===== config.mk =====
export PLATFORM = sky130hd
export DESIGN_NAME = instruction_fetch
export DESIGN_NICKNAME = d
export VERILOG_FILES = /design/src/rtl/instruction_fetch.sv
export SDC_FILE = /design/constraint.sdc
export NUM_CORES = 1
export LEC_CHECK = 0
export CORE_MARGIN = 10
export CORE_UTILIZATION = 37
export CTS_BUF_LIST = sky130_fd_sc_hd__clkbuf_2 sky130_fd_sc_hd__clkbuf_4 sky130_fd_sc_hd__clkbuf_8
export CTS_CLUSTER_SIZE = 28
export DETAILED_ROUTE_END_ITERATION = 10
export GPL_TIMING_DRIVEN = 1
export PLACE_DENSITY = 0.67
export SYNTH_ARGS = -nofsm -noshare
export SYNTH_HDL_FRONTEND = slang
export SYNTH_SLANG_ARGS = --single-unit

===== constraint.sdc =====
create_clock -name i_sys_clk -period 2 [get_ports i_sys_clk]
set_input_delay 0.4 -clock i_sys_clk [delete_from_list [all_inputs] [get_ports i_sys_clk]]
set_output_delay 0.4 -clock i_sys_clk [all_outputs]
set_load 0.03 [all_outputs]

===== src/rtl/instruction_fetch.sv =====
// MIPS fetch stage: owns the PC, reads instruction memory over req/ack and
// registers one instruction (plus R-type flag) per cycle for decode.
module instruction_fetch #(
    parameter int                INST_LEN = 32,
    parameter int                PC_LEN   = 32,
    parameter logic [PC_LEN-1:0] RESET_PC = '0
) (
    input  logic                i_sys_clk,
    input  logic                i_sys_rst,
    output logic                o_imem_req,
    output logic [PC_LEN-1:0]   o_imem_addr,
    input  logic                i_imem_ack,
    input  logic [INST_LEN-1:0] i_imem_rdata,
    input  logic                i_stall,
    input  logic                i_redirect,
    input  logic [PC_LEN-1:0]   i_redirect_pc,
    output logic                o_valid,
    output logic [INST_LEN-1:0] o_instruction,
    output logic                o_R_type,
    output logic [PC_LEN-1:0]   o_pc,
    output logic [1:0]          o_state_dbg
);

    typedef enum logic [1:0] {
        ST_IDLE  = 2'd0,
        ST_FETCH = 2'd1,
        ST_FLUSH = 2'd2
    } state_e;

    state_e              state_q;
    logic [PC_LEN-1:0]   pc_q;
    logic [PC_LEN-1:0]   stale_addr_q;
    logic [PC_LEN-1:0]   out_pc_q;
    logic [INST_LEN-1:0] instr_q;
    logic                valid_q;
    logic                rtype_q;

    logic [PC_LEN-1:0]   pc_seq_d;
    logic [PC_LEN-1:0]   pc_redir_d;
    logic                imem_req;
    logic                ack_fire;

    // Memory handshake: a request completes in the cycle where req && ack are
    // both high; until then req and addr are held. Req only drops when a live
    // output is stalled, which cannot coincide with an outstanding request
    // because an unstalled live output is always consumed first.
    always_comb begin
        imem_req = 1'b0;
        case (state_q)
            ST_FETCH: imem_req = !(valid_q && i_stall);
            ST_FLUSH: imem_req = 1'b1;
            default:  imem_req = 1'b0;
        endcase
    end

    assign ack_fire   = imem_req && i_imem_ack;
    assign pc_seq_d   = pc_q + PC_LEN'(4);
    assign pc_redir_d = i_redirect_pc & ~PC_LEN'(3);

    always_ff @(posedge i_sys_clk or negedge i_sys_rst) begin
        if (!i_sys_rst) begin
            state_q      <= ST_IDLE;
            pc_q         <= RESET_PC;
            stale_addr_q <= '0;
            out_pc_q     <= '0;
            instr_q      <= '0;
            valid_q      <= 1'b0;
            rtype_q      <= 1'b0;
        end else begin
            case (state_q)
                ST_IDLE: state_q <= ST_FETCH;
                ST_FETCH: begin
                    if (i_redirect) begin
                        valid_q <= 1'b0;
                        pc_q    <= pc_redir_d;
                        if (imem_req && !i_imem_ack) begin
                            state_q      <= ST_FLUSH;
                            stale_addr_q <= pc_q;
                        end
                    end else if (ack_fire) begin
                        instr_q  <= i_imem_rdata;
                        rtype_q  <= (i_imem_rdata[INST_LEN-1 -: 6] == 6'b000000);
                        out_pc_q <= pc_q;
                        valid_q  <= 1'b1;
                        pc_q     <= pc_seq_d;
                    end else if (valid_q && !i_stall) begin
                        valid_q <= 1'b0;
                    end
                end
                ST_FLUSH: begin
                    // The stale word is never loaded; only the PC can move here.
                    valid_q <= 1'b0;
                    if (i_redirect) begin
                        pc_q <= pc_redir_d;
                    end
                    if (i_imem_ack) begin
                        state_q <= ST_FETCH;
                    end
                end
                default: state_q <= ST_IDLE;
            endcase
        end
    end

    assign o_imem_req    = imem_req;
    assign o_imem_addr   = (state_q == ST_FLUSH) ? stale_addr_q : pc_q;
    assign o_valid       = valid_q;
    assign o_instruction = instr_q;
    assign o_R_type      = rtype_q;
    assign o_pc          = out_pc_q;
    assign o_state_dbg   = state_q;

endmodule


Yosys cells after proc, flatten, opt, wreduce, memory -nomap -nowiden
Cells that the tools add are included.
- flip-flop bits (word level): 132
- latch bits: 0
- RAM bits: 0
- ROM bits: 0
- input port bits: 69
- output and inout bits: 101
- logic and storage cells: 46
- memories kept: 0
- add/subtract/negate cells: 1
- multiply operators: 0
- divide/modulo/power cells: 0
- magnitude comparators: 0
- equal/unequal tests: 8
- shifts and indexed selects: 0
- multiplexer cells: 14
- bitwise gates (word level): 1
- reductions and logical operators: 15
- operators with widths (kind ; number):
    $mux W32 ; 4
    $pmux W32 S2 ; 1
    $add A32 B3 Y32 const B ; 1
    $reduce_and A3 Y1 ; 4
    $ne A2 B2 Y1 const B ; 4
    $logic_not A6 Y1 ; 1
    $mux W2 ; 3
    $pmux W2 S3 ; 1
    $logic_and A1 B1 Y1 ; 4
    $ne A4 B4 Y1 const B ; 1
    $pmux W1 S2 ; 2
    $logic_not A1 Y1 ; 3
    $mux W1 ; 3
    $ne A3 B3 Y1 const B ; 1
    $eq A2 B1 Y1 const B ; 1
    $eq A2 B2 Y1 const B ; 1
    $logic_not A2 Y1 ; 1
    $reduce_and A2 Y1 ; 1
    $reduce_bool A2 Y1 ; 1
    $not A1 Y1 ; 1

Depth between registers and ports, before layout
Gate-level depths: netlist of run 1.
- word-level depth: 7
- depth in mapped cells: 9

Worst setup path after synthesis of run 1
OpenSTA, ideal clock, no wires.
- path kind: reg2reg
- start: register state_q[0], in the netlist o_state_dbg[0]
- end: register stale_addr_q[10]
- arrival time: 2305 ps
- required time: 1875 ps
- path slack: -430 ps
- stages on the path, launching flop included: 10
- path buffers: 3
- clock period less this slack: 2430 ps
- path through: dfrtp_1 > inv_1 > ha_1 > clkbuf_1 > o21a_2 > nand3b_2 > or2_1 > buf_6 > buf_6 > mux2_4
- word-level cells in the longest chain between the ends: 4
- elaborated cells between the ends (all ways): 5
- classes of those cells: eq/ne: 2; mux: 1; reduce/logical: 2
- RTL lines (what ; line ; text):
    start, declared ; 30 ; state_e state_q;
    start signal, assigned ; 62 ; state_q <= ST_IDLE;
    start signal, assigned ; 71 ; ST_IDLE: state_q <= ST_FETCH;
    start signal, assigned ; 77 ; state_q <= ST_FLUSH;
    $eq A2 B2 Y1 or $eq A2 B1 Y1 (tied branches) ; 49 ; case (state_q)
    $pmux W1 S2 (*) ; 49 ;
    named net o_imem_req ; 10 ; output logic o_imem_req,
    $logic_and A1 B1 Y1 (*) ; 76 ; if (imem_req && !i_imem_ack) begin
    $reduce_and A3 Y1 (no source line) (*) ; - ;
    end signal, assigned ; 78 ; stale_addr_q <= pc_q;
    end, declared ; 32 ; logic [PC_LEN-1:0] stale_addr_q;
The timed path passes the listed nets; every way through them passes the cells marked *.
A chain may end at the register's enable or synchronous reset.

Final worst setup path of run 1
- start: register state_q[0], in the netlist o_state_dbg[0]
- end: output port o_imem_addr[28]
- word-level cells in the longest chain between the ends: 2
- RTL lines (what ; line ; text):
    $eq A2 B2 Y1 ; 106 ; assign o_imem_addr = (state_q == ST_FLUSH) ? stale_addr_q : pc_q;
    $mux W32 ; 106 ;
    end, declared ; 11 ; output logic [PC_LEN-1:0] o_imem_addr,
Every way passes these cells.

==> flow_metrics.py, run 1 <==
metrics = {
    "run_status": {
        "outcome": "finished with violations",
        "failing_checks": "negative setup slack",
    },
    "setup_path": {
        "worstSetupStartpointType": "register",
        "critical_path_data_arrival_time_ns": 1.82,
        "r2r-start": "o_state_dbg[1]",
        "critPathRequiredTime_ns": 1.60,
        "path_class": "register to primary output",
        "cp_max_fo": 6,
        "kind_of_end_point_of_the_critical_path": "primary output",
        "crit_path_start": "o_state_dbg[0]",
    },
    "grt": {
        "first_global_vias": 5473,
        "global_route.usage.met1_pct": 22.29,
        "grt_use_met2_pct": 28.62,
        "grt_max_degree": 61,
        "use_met3_pct": 5.522,
        "busiest_layer": "met2",
        "gr-total-overflow": 0,
        "grt_antenna_before_repair": 0,
        "global_route_usage_sum_pct": 17.85,
        "grt_pass1_wl_um": 31400,
    },
    "final_layout": {
        "final_cell_count_no_fill": 1002,
        "num-fill-cells": 1149,
        "finalCoreUtilization_pct": 64.57,
        "antennaDiodeCount": 0,
        "multi_input_comb_area_mm2": 0.003453,
        "ff_latch_area_mm2": 0.003156,
        "drive_above_1_share_pct": 47.44,
        "final_instance_area_mm2": 0.01059,
        "flow.area_growth_from_synthesis_pct": 72.41,
        "final_nets": 844,
    },
    "power_and_ir_drop": {
        "power_mw": 19.04,
        "peakVddDrop_mv": 1.118,
        "power_density_normalized_to_cell_area_mw_per_mm2": 1798,
        "cellLeakagePower_nw": 4.856,
    },
    "placed_design": {
        "place_inst": 923,
        "placement.io_buffers": 163,
        "dpl_cell_area_mm2": 0.008650,
        "post-place-ws_ns": -0.2350,
        "dpl.hpwl_um": 13550,
        "gp_congestion": 0.8461,
    },
    "clock_tree": {
        "clock_latency_ns": 0.44,
        "tritoncts": "yes",
        "cts-buffers-inserted": 17,
        "h-tree-depth": 4,
        "clk_pin_slew_worst_paths_ns": 0.07,
        "clockBufferDepth": 2,
        "cts_sinks": 126,
        "cts-root-buf": "clkbuf_8",
    },
    "routing": {
        "drt_iter0_drc": 454,
        "overall_via_count_from_detail_route": 5263,
        "wl_per_cell_um": 20.82,
        "route.detailed.vias_per_inst": 5.252,
        "drcViolationCount": 0,
        "antenna_violating_nets_post_route": 0,
        "firstDrtPassIters": 5,
        "postRouteWirelength_um": 20860,
    },
    "die": {
        "initial_core_util_pct": 37.45,
        "core.rowCount": 47,
        "die_w_um": 148.9,
        "die_area_mm2": 0.02216,
        "ioPinCount": 170,
        "core_area_mm2": 0.01641,
        "floorplan.die.height_um": 148.9,
    },
    "timing": {
        "timing_hold_violations_final": 0,
        "clock.fmax_mhz": 450.6,
        "layout_worst_path_cycle_share_pct": 111.0,
        "timing.hold.ws_ns": 0.3707,
        "timing.clock.skew_ns": 0.009681,
        "setup_violations": 140,
        "fin_crit_ns": 2.219,
        "post-route-worst-setup-slack_ns": -0.2194,
        "rsz0062_at_grt": "true",
        "fin_setup_tns_ns": -15.90,
        "final_max_slew_viol_count": 0,
    },
    "synthesis": {
        "synth_async_sr_flop_share_pct": 100.0,
        "synth.yosys.seq_area_share_pct": 51.31,
        "register_bit_total_from_synthesis": 126,
        "yosys_warnings": 0,
        "syn-cell-area_mm2": 0.006145,
        "ys.flop_type": "dfrtp_1",
        "synth_enable_flop_cells": 0,
        "synthesis.instances": 511,
        "syn_avg_cell_area_um2": 12.02,
        "yosysUniqueCellTypes": 57,
    },
    "flow_run": {
        "drv.max_cap_violation_count": 0,
    },
    "worst_hold_path": {
        "hold_wc_path_type": "input pin to asynchronous set/reset pin",
    },
}
[synthesized netlist by cell type, types with 4 or more instances]
| cell | instances | area (µm²) |
|---|---|---|
| a21oi_1 | 23 | 115.1 |
| a22oi_1 | 5 | 37.54 |
| a2bb2oi_1 | 4 | 35.03 |
| a31oi_1 | 5 | 31.28 |
| a41oi_1 | 4 | 35.03 |
| and3_1 | 7 | 43.79 |
| buf_2 | 12 | 60.06 |
| buf_4 | 4 | 30.03 |
| buf_6 | 4 | 45.04 |
| clkbuf_1 | 19 | 71.32 |
| dfrtp_1 | 126 | 3153 |
| ha_1 | 4 | 50.05 |
| inv_1 | 8 | 30.03 |
| mux2_2 | 88 | 991.0 |
| mux2_4 | 29 | 435.4 |
| nand2_1 | 25 | 93.84 |
| nand3_1 | 17 | 85.08 |
| nand4_1 | 5 | 31.28 |
| nor2_1 | 20 | 75.07 |
| nor3_1 | 4 | 20.02 |
| nor4_1 | 7 | 43.79 |
| o21a_1 | 4 | 30.03 |
| o21ai_0 | 28 | 140.1 |
| o22ai_1 | 7 | 43.79 |
[worst paths after layout]
| kind | endpoint | slack, ns | depth (start not counted) |
|---|---|---|---|
| setup / recovery | o_imem_addr[28] | -0.22 | 6 |
| hold / removal | o_instruction[25] | 0.37 | 2 |
| setup reg to reg | pc_q[29] | -0.19 | 9 |
| hold reg to reg | o_R_type | 0.48 | 2 |
| max in group asynchronous | pc_q[19] | 1.04 | 3 |
| min in group i_sys_clk | o_R_type | 0.48 | 2 |
[area by class of cell]
type | instances | share of cell area (%)
Clock inverter | 10 | 2.197
Clock buffer | 20 | 2.598
Inverter | 8 | 0.3307
Timing Repair Buffer | 280 | 29.89
Multi-Input combinational cell | 338 | 32.60
Sequential cell | 126 | 29.79
Tap cell | 220 | 2.598
[sequential cells by signal, indices dropped and copies added (netlist names)]
name and flops:
stale_addr_q 30, pc_q 30, o_R_type 1, o_instruction 32, o_state_dbg 2, o_pc 30, o_valid 1
[metal layers]
layer	wire length, µm	part of all wire, %
met5	0	0
met4	348	1.7
met3	1580	7.6
met2	10130	49
met1	8803	42
[power breakdown]
group	internal, mW	switching, mW	total [mW]
Clock	1.83	1.01	2.84
Combinational	5.96	5.52	11.5
Sequential	3.79	0.937	4.73
[worst max-delay path, stage by stage (launching register included)]
cell	delay, ns
dfrtp_2	0.41
inv_2	0.07
ha_4	0.17
buf_8	0.14
buf_12	0.14
mux2_4	0.31
buf_6	0.14
[cell usage in the layout, fill, tap and decap left out, drive strengths merged, types with 5 or more instances in the layout]
cell type	Yosys	routed
a21oi	23	23
a22oi	5	5
a31oi	5	5
and3	7	7
buf	22	143
bufinv	0	7
clkbuf	20	25
clkdlybuf4s50	0	126
dfrtp	126	126
inv	8	9
mux2	117	117
nand2	25	25
nand3	17	17
nand4	5	5
nor2	20	20
nor3	7	7
nor4	8	8
o21a	5	5
o21ai	30	30
o22ai	7	7
[kinds of logic (layout without fill, tap and decap cells)]
kind of cell,after synthesis,count (layout),share of synthesized area (%)
DFF,126,126,51.31
muxes,117,117,23.21
AOI/OAI and AO/OA,107,107,11.42
and+or+nand+nor,106,106,9.122
buffers and inverters,50,318,4.052
adders and majority gates,4,4,0.8145
other,1,4,0.06103
[timing repair]
item                       CTS  global route
setup buffers               15            22
hold buffers                 1             0
gates resized for setup    115           105
cloned                       9             6
hold endpoints to repair    17             0
setup endpoints to repair  108           151
pin swaps                   12            33
Note: power is estimated with default switching activity, not from simulation.
==> inputs of run 2 (changes only) <==
--- a/config.mk
+++ b/config.mk
@@ -15,3 +15,4 @@
 export SYNTH_ARGS = -nofsm -noshare
 export SYNTH_HDL_FRONTEND = slang
 export SYNTH_SLANG_ARGS = --single-unit
+export TNS_END_PERCENT = 100
==> results of run 2 <==
The final DEF is identical to that of run 1; final timing and power are the same.
==> inputs of run 3 (changes only) <==
--- a/config.mk
+++ b/config.mk
@@ -11,7 +11,7 @@
 export CTS_CLUSTER_SIZE = 28
 export DETAILED_ROUTE_END_ITERATION = 10
 export GPL_TIMING_DRIVEN = 1
-export PLACE_DENSITY = 0.67
+export PLACE_DENSITY = 0.69
 export SYNTH_ARGS = -nofsm -noshare
 export SYNTH_HDL_FRONTEND = slang
 export SYNTH_SLANG_ARGS = --single-unit
==> run 3 against run 2 <==
- the flow still finishes with violations (negative setup slack)
- sequential cell count unchanged
- count of clock-buffer cells in the layout is 1 higher
- setup slack got worse by 0.051 ns
- final cell count fell by 2.9%
- non-clock buffer count decreased by 30
- fmax decreased by 2.2%
- hold slack gained 0.086 ns
- critical endpoint is now o_instruction[18]
- largest cell class unchanged
==> flow_metrics.py, run 3 (synthesis gave the netlist of run 1 again) <==
metrics = {
    "timing": {
        "timing_hold_violations_final": 0,
        "rsz0062_at_grt": "true",
        "timing.hold.ws_ns": 0.4564,
        "setup_violations": 130,
        "post-route-worst-setup-slack_ns": -0.2702,
        "fin_crit_ns": 2.270,
        "clock.fmax_mhz": 440.5,
        "layout_worst_path_cycle_share_pct": 113.5,
        "final_max_slew_viol_count": 0,
        "timing.clock.skew_ns": 0.01166,
    },
    "final_layout": {
        "antennaDiodeCount": 0,
        "final_cell_count_no_fill": 973,
        "largest_reg_flops": 32,
        "final_nets": 814,
        "drive_above_1_share_pct": 41.70,
        "num-fill-cells": 1256,
        "finalCoreUtilization_pct": 60.09,
        "layout_common_cells": "127 x clkdlybuf4s50_1, 123 x dfrtp_1, 89 x mux2_4",
        "flow.area_growth_from_synthesis_pct": 60.44,
        "layout.cells.most_common": "clkdlybuf4s50_1",
    },
    "clock_tree": {
        "clockBufferDepth": 2,
        "cts_sinks": 126,
        "clock_latency_ns": 0.45,
        "cts-root-buf": "clkbuf_8",
        "cts-buffers-inserted": 17,
        "h-tree-depth": 4,
        "tritoncts": "yes",
        "clk_pin_slew_worst_paths_ns": 0.07,
    },
    "run_status": {
        "outcome": "finished with violations",
        "failing_checks": "negative setup slack",
    },
    "placed_design": {
        "gp_congestion": 0.8668,
        "placement.io_buffers": 163,
        "dpl.hpwl_um": 13140,
        "place_inst": 912,
    },
    "die": {
        "ioPinCount": 170,
        "core.rowCount": 47,
        "floorplan.die.height_um": 148.9,
        "core_area_mm2": 0.01641,
        "die_area_mm2": 0.02216,
        "die_w_um": 148.9,
        "initial_core_util_pct": 37.45,
    },
    "routing": {
        "overall_via_count_from_detail_route": 5096,
        "drcViolationCount": 0,
        "wl_per_cell_um": 19.88,
        "drt_iter0_drc": 366,
        "route.detailed.vias_per_inst": 5.237,
        "antenna_violating_nets_post_route": 0,
        "postRouteWirelength_um": 19340,
        "firstDrtPassIters": 5,
    },
    "setup_path": {
        "buffer_and_inverter_count_on_the_worst_path": 4,
        "critical_path_data_arrival_time_ns": 2.60,
        "timing.reg2reg.worst_path_depth": 9,
        "path_class": "register to register",
        "crit_path_frequent_cell": "buf_12",
        "worst_path_dominant_cell_family": "buffers and inverters",
        "kind_of_end_point_of_the_critical_path": "register",
        "critPathRequiredTime_ns": 2.33,
        "worstSetupStartpointType": "register",
        "cp_cell_sequence": "buf_4 -> ha_4 -> a21boi_2 -> o21a_4 -> buf_6 -> nand4b_1 -> buf_12 -> buf_12 -> mux2_4",
        "cp_max_fo": 15,
        "worst-path-stages": 9,
        "crit_slowest_cell": "dfrtp_2",
        "critical-path-max-stage-delay_ns": 0.43,
    },
    "worst_hold_path": {
        "hold_wc_path_type": "input pin to asynchronous set/reset pin",
    },
    "grt": {
        "grt_pass1_wl_um": 30160,
        "gr-total-overflow": 0,
        "first_global_vias": 5349,
        "global_route_usage_sum_pct": 17.18,
        "grt_max_degree": 47,
        "grt_antenna_before_repair": 0,
    },
    "flow_run": {
        "drv.max_cap_violation_count": 0,
    },
    "power_and_ir_drop": {
        "peakVddDrop_mv": 0.9195,
        "cellLeakagePower_nw": 4.500,
        "power_density_normalized_to_cell_area_mw_per_mm2": 1808,
    },
}
==> run 3: cell types whose count changed in the layout (fill, tap and decap cells not counted), moves of 5 or more <==
cell / delta
a21oi_2: -7
o21ai_1: -8
a21oi_1: +6
mux2_2: +6
buf_8: -7
o21ai_0: +10
mux2_4: -6
bufinv_16: -5
buf_4: -11
nor4_1: +5
==> run 3: metrics by stage <==
stage	TNS [ns]	power, mW	setup slack [ns]	cell area [µm²]
after CTS	-11.69	17.23	-0.2693	9533
after detailed placement	-19.39	14.14	-0.2341	8627
after floorplan	-6.087	10.34	-0.1322	6466
after global placement	-16.18	13.93	-0.2025	8627
final	-25.47	17.83	-0.2702	9858
after global routing	-33.20	18.77	-0.3202	9858
==> run 3: what timing repair did <==
action	4_1_cts	5_1_grt
pin swaps	4	13
hold buffers	1	0
hold endpoints to repair	43	0
endpoints found under the setup margin	86	132
cloned	5	3
resized for setup	69	54
buffers inserted	13	9
==> run 3: path summary, 6_finish.rpt <==
path / slack (ns) / endpoint / from
max: -0.27 / o_instruction[18] / o_state_dbg[0]
min: 0.46 / o_instruction[29] / i_sys_rst
max reg2reg: -0.27 / o_instruction[18] / o_state_dbg[0]
min reg2reg: 0.50 / o_R_type / o_R_type
max in group asynchronous: 0.94 / pc_q[18] / i_sys_rst
min in group i_sys_clk: 0.50 / o_R_type / o_R_type
==> run 3: cell type report <==
class / instances / area (µm²) / share of cell area, %
Multi-Input combinational cell: 338 / 3239 / 32.86
Sequential cell: 126 / 3157 / 32.02
Timing Repair Buffer: 250 / 2751 / 27.91
Clock buffer: 21 / 282.8 / 2.868
Tap cell: 220 / 275.3 / 2.792
Clock inverter: 10 / 112.6 / 1.142
Inverter: 8 / 40.04 / 0.4061
==> run 3: power breakdown <==
| group | total, mW | internal [mW] | switching, mW |
|---|---|---|---|
| Combinational | 10.9 | 5.62 | 5.26 |
| Clock | 2.25 | 1.21 | 1.04 |
| Sequential | 4.69 | 3.79 | 0.901 |
==> run 3: routing by layer <==
layer  routed length, µm  GRT usage [%]  up-vias
li1                    -              -     2327
met1                8512          21.42     2508
met2                9164          27.84      228
met3                1346          5.583       33
met4                 320          5.103        0
met5                   0              0        -
